## src/rtl/cpu_sequencer_pkg.sv

```systemverilog
// Shared opcode constants, instruction field helpers and FSM state encoding
// for the mode-1 instruction sequencer.
package cpu_sequencer_pkg;

    localparam logic [2:0] OP_ADD  = 3'b000;
    localparam logic [2:0] OP_SUB  = 3'b001;
    localparam logic [2:0] OP_MUL  = 3'b010;
    localparam logic [2:0] OP_HALT = 3'b111;

    typedef enum logic [2:0] {
        S_IDLE      = 3'd0,
        S_FETCH     = 3'd1,
        S_ISSUE     = 3'd2,
        S_WAIT      = 3'd3,
        S_ADVANCE   = 3'd4,
        S_HALTED    = 3'd5
`ifdef SEQ_STEP_EN
        ,
        S_STEP_HOLD = 3'd6
`endif
    } state_t;

    function automatic logic [2:0] f_op(input logic [7:0] i);
        return i[7:5];
    endfunction

    function automatic logic [4:0] f_opd(input logic [7:0] i);
        return i[4:0];
    endfunction

    // Opcodes 011..110 do nothing but advance the PC.
    function automatic logic is_nop(input logic [2:0] op);
        return (op >= 3'b011) && (op <= 3'b110);
    endfunction

endpackage

```

## src/rtl/cpu_sequencer_tmo.sv

```systemverilog
// Saturating ALU-wait timeout counter; expired flags the cycle the
// count reaches MAX while counting.
module seq_tmo_ctr #(
    parameter int MAX = 15
) (
    input  logic clock,
    input  logic reset,
    input  logic clr,
    input  logic en,
    output logic expired
);

    logic [7:0] cnt;

    assign expired = en && (cnt == 8'(MAX - 1));

    always_ff @(posedge clock or posedge reset) begin
        if (reset) begin
            cnt <= '0;
        end else if (clr) begin
            cnt <= '0;
        end else if (en && (cnt != 8'(MAX))) begin
            cnt <= cnt + 8'd1;
        end
    end

endmodule

```

## src/rtl/cpu_sequencer.sv

```systemverilog
// Mode-1 instruction sequencer: fetch, decode, ALU handshake, PC advance.
// Define SEQ_STEP_EN to add the single-step port and STEP_HOLD state.
module cpu_sequencer
    import cpu_sequencer_pkg::*;
#(
    parameter int ACC_W   = 8,
    parameter int TMO_MAX = 15
) (
    input  logic             clock,
    input  logic             reset,
    input  logic             ena,
`ifdef SEQ_STEP_EN
    input  logic             step,
`endif
    input  logic [7:0]       instr_in,
    output logic             pc_adv,
    output logic             alu_valid,
    input  logic             alu_ready,
    output logic [2:0]       alu_op,
    output logic [ACC_W-1:0] alu_a,
    output logic [ACC_W-1:0] alu_b,
    input  logic             alu_done,
    input  logic [ACC_W-1:0] alu_result,
    output logic [ACC_W-1:0] acc_out,
    output logic             busy,
    output logic             halted,
    output logic             err
);

    state_t     state;
    state_t     nxt;
    logic [7:0] ir;
    logic       tmo_exp;

    assign alu_op = f_op(ir);
    assign alu_a  = acc_out;
    assign alu_b  = ACC_W'(f_opd(ir));

    seq_tmo_ctr #(
        .MAX(TMO_MAX)
    ) u_tmo (
        .clock  (clock),
        .reset  (reset),
        .clr    (state == S_ISSUE && alu_ready),
        .en     (state == S_WAIT),
        .expired(tmo_exp)
    );

    always_comb begin
        nxt = state;
        unique case (state)
            S_IDLE:    if (ena) nxt = S_FETCH;
            S_FETCH: begin
                if (f_op(instr_in) == OP_HALT)
                    nxt = S_HALTED;
                else if (is_nop(f_op(instr_in)))
                    nxt = S_ADVANCE;
                else
                    nxt = S_ISSUE;
            end
            S_ISSUE:   if (alu_ready) nxt = S_WAIT;
            S_WAIT:    if (alu_done || tmo_exp) nxt = S_ADVANCE;
`ifdef SEQ_STEP_EN
            S_ADVANCE: nxt = ena ? S_STEP_HOLD : S_IDLE;
            S_STEP_HOLD: begin
                if (!ena)
                    nxt = S_IDLE;
                else if (step)
                    nxt = S_FETCH;
            end
`else
            S_ADVANCE: nxt = ena ? S_FETCH : S_IDLE;
`endif
            S_HALTED:  nxt = S_HALTED;
            default:   nxt = S_IDLE;
        endcase
    end

    // Outputs are registered from the next state so they align with it.
    always_ff @(posedge clock or posedge reset) begin
        if (reset) begin
            state     <= S_IDLE;
            ir        <= '0;
            acc_out   <= '0;
            err       <= 1'b0;
            pc_adv    <= 1'b0;
            alu_valid <= 1'b0;
            busy      <= 1'b0;
            halted    <= 1'b0;
        end else begin
            state     <= nxt;
            pc_adv    <= (nxt == S_ADVANCE);
            alu_valid <= (nxt == S_ISSUE);
            busy      <= (nxt == S_FETCH) || (nxt == S_ISSUE) ||
                         (nxt == S_WAIT)  || (nxt == S_ADVANCE);
            halted    <= (nxt == S_HALTED);
            if (state == S_FETCH)
                ir <= instr_in;
            if (state == S_WAIT) begin
                if (alu_done)
                    acc_out <= alu_result;
                else if (tmo_exp)
                    err <= 1'b1;
            end
        end
    end

endmodule

```

## config.mk

```make
export PLATFORM = sky130hd
export DESIGN_NAME = cpu_sequencer
export DESIGN_NICKNAME = d
export VERILOG_FILES = /design/src/rtl/cpu_sequencer_pkg.sv /design/src/rtl/cpu_sequencer_tmo.sv /design/src/rtl/cpu_sequencer.sv
export SDC_FILE = /design/constraint.sdc
export NUM_CORES = 1
export LEC_CHECK = 0
export ABC_CLOCK_PERIOD_IN_PS = 3650
export BUFFER_PORTS_ARGS = -buffer_cell sky130_fd_sc_hd__buf_4
export CORE_ASPECT_RATIO = 0.75
export CORE_MARGIN = 2
export CORE_UTILIZATION = 25
export DETAILED_ROUTE_END_ITERATION = 8
export GPL_ROUTABILITY_DRIVEN = 0
export PLACE_DENSITY = 0.45
export SYNTH_ARGS = -nofsm -noshare
export SYNTH_HDL_FRONTEND = slang
export SYNTH_HIERARCHICAL = 1
export SYNTH_SLANG_ARGS = --single-unit
```

## constraint.sdc

```tcl
create_clock -name clock -period 3.65 [get_ports clock]
set_clock_uncertainty 0.05 [all_clocks]
set_input_delay 0.365 -clock clock [delete_from_list [all_inputs] [get_ports clock]]
set_output_delay 0.365 -clock clock [all_outputs]
set_load 0.1 [all_outputs]
```

==> results.yml <==
outcome:
  status: "finished with violations"
  violations: "negative hold slack"
critical_path:
  cp.required_ns: 3.77
  r2r_slack_ns: 1.33
  endpoint_kind: "register"
  worst-path-max-fanout: 12
  cp.arrival_ns: 2.44
  critPathKind: "reg2reg"
  worstSetupStartpointType: "register"
synthesis:
  synth_enable_flop_cells: 0
  synth_area_um2: 1570
  ys.warnings.count: 6
  ys_types: 41
  ys_seq_area_frac: 0.510
  ys_ff_latch: 32
  synth_area_per_cell_um2: 11.6
  async_flop_share: 1.00
  ys.flop_type: "dfrtp_1"
  synth_cells: 135
finish:
  register_area_um2: 801
  multi_input_area_um2: 644
  final_nets: 202
  drive_above_1_share: 0.467
  num_antenna_cells: 0
  syn2layout_area_growth_pct: 29.1
  final_common_cell: "buf_4"
  fin_cells: 258
  layout_common_cells: "buf_4, dfrtp_1, mux2_2, nand2_1, inv_1"
  fillCellCount: 618
cts:
  h-tree-depth: 2
  path_clk_slew_ns: 0.07
  cts_buffers: 5
  cts_resized: 0
  cts_root_buf: "clkbuf_8"
  cts_hold_buf: 0
  cts_tree: "done"
  postCtsSetupRepairBufs: 0
  cts.sinks: 32
  clk-insertion-delay-late_ns: 0.28
  cts_buffer_depth: 2
die:
  fp.dieW_um: 95.5
  floorplan.die.height_um: 72.6
  initial_utilization: 0.264
  die_area_um2: 6940
  coreArea_um2: 5950
  num_rows: 24
  io_pins: 53
sta:
  drv_slew: 0
  hold_ws_ns: -0.00199
  fin_crit_ns: 2.32
  period_share: 0.635
  hold_violations: 8
  worstMarginPinSlew_ns: 0.923
  clock.fmax_mhz: 431
  grt_setup_unrepaired: "no"
  slew_headroom: 0.384
  fin_tns_setup_ns: 0
  finalSetupViolations: 0
place:
  io_buffers: 49
  dp_hpwl_mm: 2.63
  placed_cells: 250
route:
  drtIter0Drc: 22
  postRouteAntennaNets: 0
  wire_per_inst_um: 13.3
  wirelength_mm: 3.44
  drcViolationCount: 0
  vias: 1163
  firstDrtPassIters: 4
  vias_per_cell: 4.51
global_routing:
  antenna_found_initial: 0
  grt_max_degree: 25
  grt_usage: 0.108
  grt_pass1_vias: 1180
  grt_pass1_wl_mm: 5.65
  grt_overflow: 0
hold_path:
  hold_class: "in2async"
run:
  drv_cap: 0
==> cells by family after synthesis <==
group | share of synthesized area
xor gates and xnor gates | 0.00558
and+or+nand+nor | 0.165
AOI/OAI and AO/OA | 0.0924
muxes | 0.124
other | 0.00239
adders and majority gates | 0.0159
buffers and inverters | 0.0845
DFF | 0.510
==> worst paths after layout <==
| path | from | to | depth (start not counted) |
|---|---|---|---|
| max in group asynchronous | reset | ir[6]$_DFFE_PP0P_ | 2 |
| max | state[1]$_DFF_PP0_ | halted$_DFF_PP0_ | 7 |
| min in group clock | alu_result[2] | acc_out[2]$_DFFE_PP0P_ | 2 |
| min | reset | u_tmo/cnt[1]$_DFFE_PP0P_ | 2 |
| max reg2reg | state[1]$_DFF_PP0_ | halted$_DFF_PP0_ | 7 |
| min reg2reg | err$_DFFE_PP0P_ | err$_DFFE_PP0P_ | 1 |
==> cells in the mapped netlist (all sizes together) (2+ instances only) <==
master / number / area (um2)
dfrtp: 32 / 801
mux2: 17 / 195
buf: 14 / 106
nand2: 10 / 42.5
inv: 7 / 26.3
a21oi: 6 / 30.0
nor2: 6 / 22.5
nor3: 4 / 25.0
and3b: 3 / 27.5
nand3: 3 / 15.0
o21ai: 3 / 15.0
or3: 3 / 18.8
and3: 2 / 12.5
ha: 2 / 25.0
nand4: 2 / 12.5
nor3b: 2 / 26.3
o21a: 2 / 15.0
==> critical path, cell delays in order, from the launching register on <==
cell	delay (ns)
dfrtp_1	0.51
and3b_1	0.52
nand3_1	0.17
nor3_1	0.27
nor2_1	0.15
a22oi_4	0.23
o211ai_1	0.14
and2_1	0.18
==> stage by stage <==
| step | util | area [um2] | hold WS [ns] | setup WS (ns) |
|---|---|---|---|---|
| after global placement | 0.326 | 1940 | 0.302 | 1.42 |
| after detailed placement | 0.326 | 1940 | 0.305 | 1.31 |
| after global routing | 0.341 | 2030 | 0.0150 | 1.09 |
| after floorplan | - | 1580 | 0.131 | 1.63 |
| after CTS | 0.341 | 2030 | 0.00320 | 1.32 |
| final | 0.341 | 2030 | -0.00199 | 1.33 |
==> state kept, by name (all words and copies together), names as in the netlist <==
register and cells:
state 3, busy 1, alu_valid 1, acc_out 8, u_tmo/cnt 8, pc_adv 1
halted 1, ir 8, err 1
==> metal layers <==
| layer | wire length [um] | share of wire | global-route usage |
|---|---|---|---|
| met1 | 1580 | 0.46 | 0.147 |
| met2 | 1610 | 0.47 | 0.156 |
| met3 | 232 | 0.067 | 0.0434 |
| met4 | 18 | 0.0052 | 0.0397 |
| met5 | 0 | 0 | 0 |
==> final cells by class <==
| type | count | area share |
|---|---|---|
| clock buffers | 8 | 0.0444 |
| inverters | 7 | 0.0130 |
| multi-input cells | 84 | 0.318 |
| flip-flops and latches | 32 | 0.395 |
| well taps | 78 | 0.0481 |
| repair buffers | 49 | 0.181 |
Power is left out: the tool's default activity adds up to more than one toggle a clock period on the data nets, which glitch-free logic cannot reach.
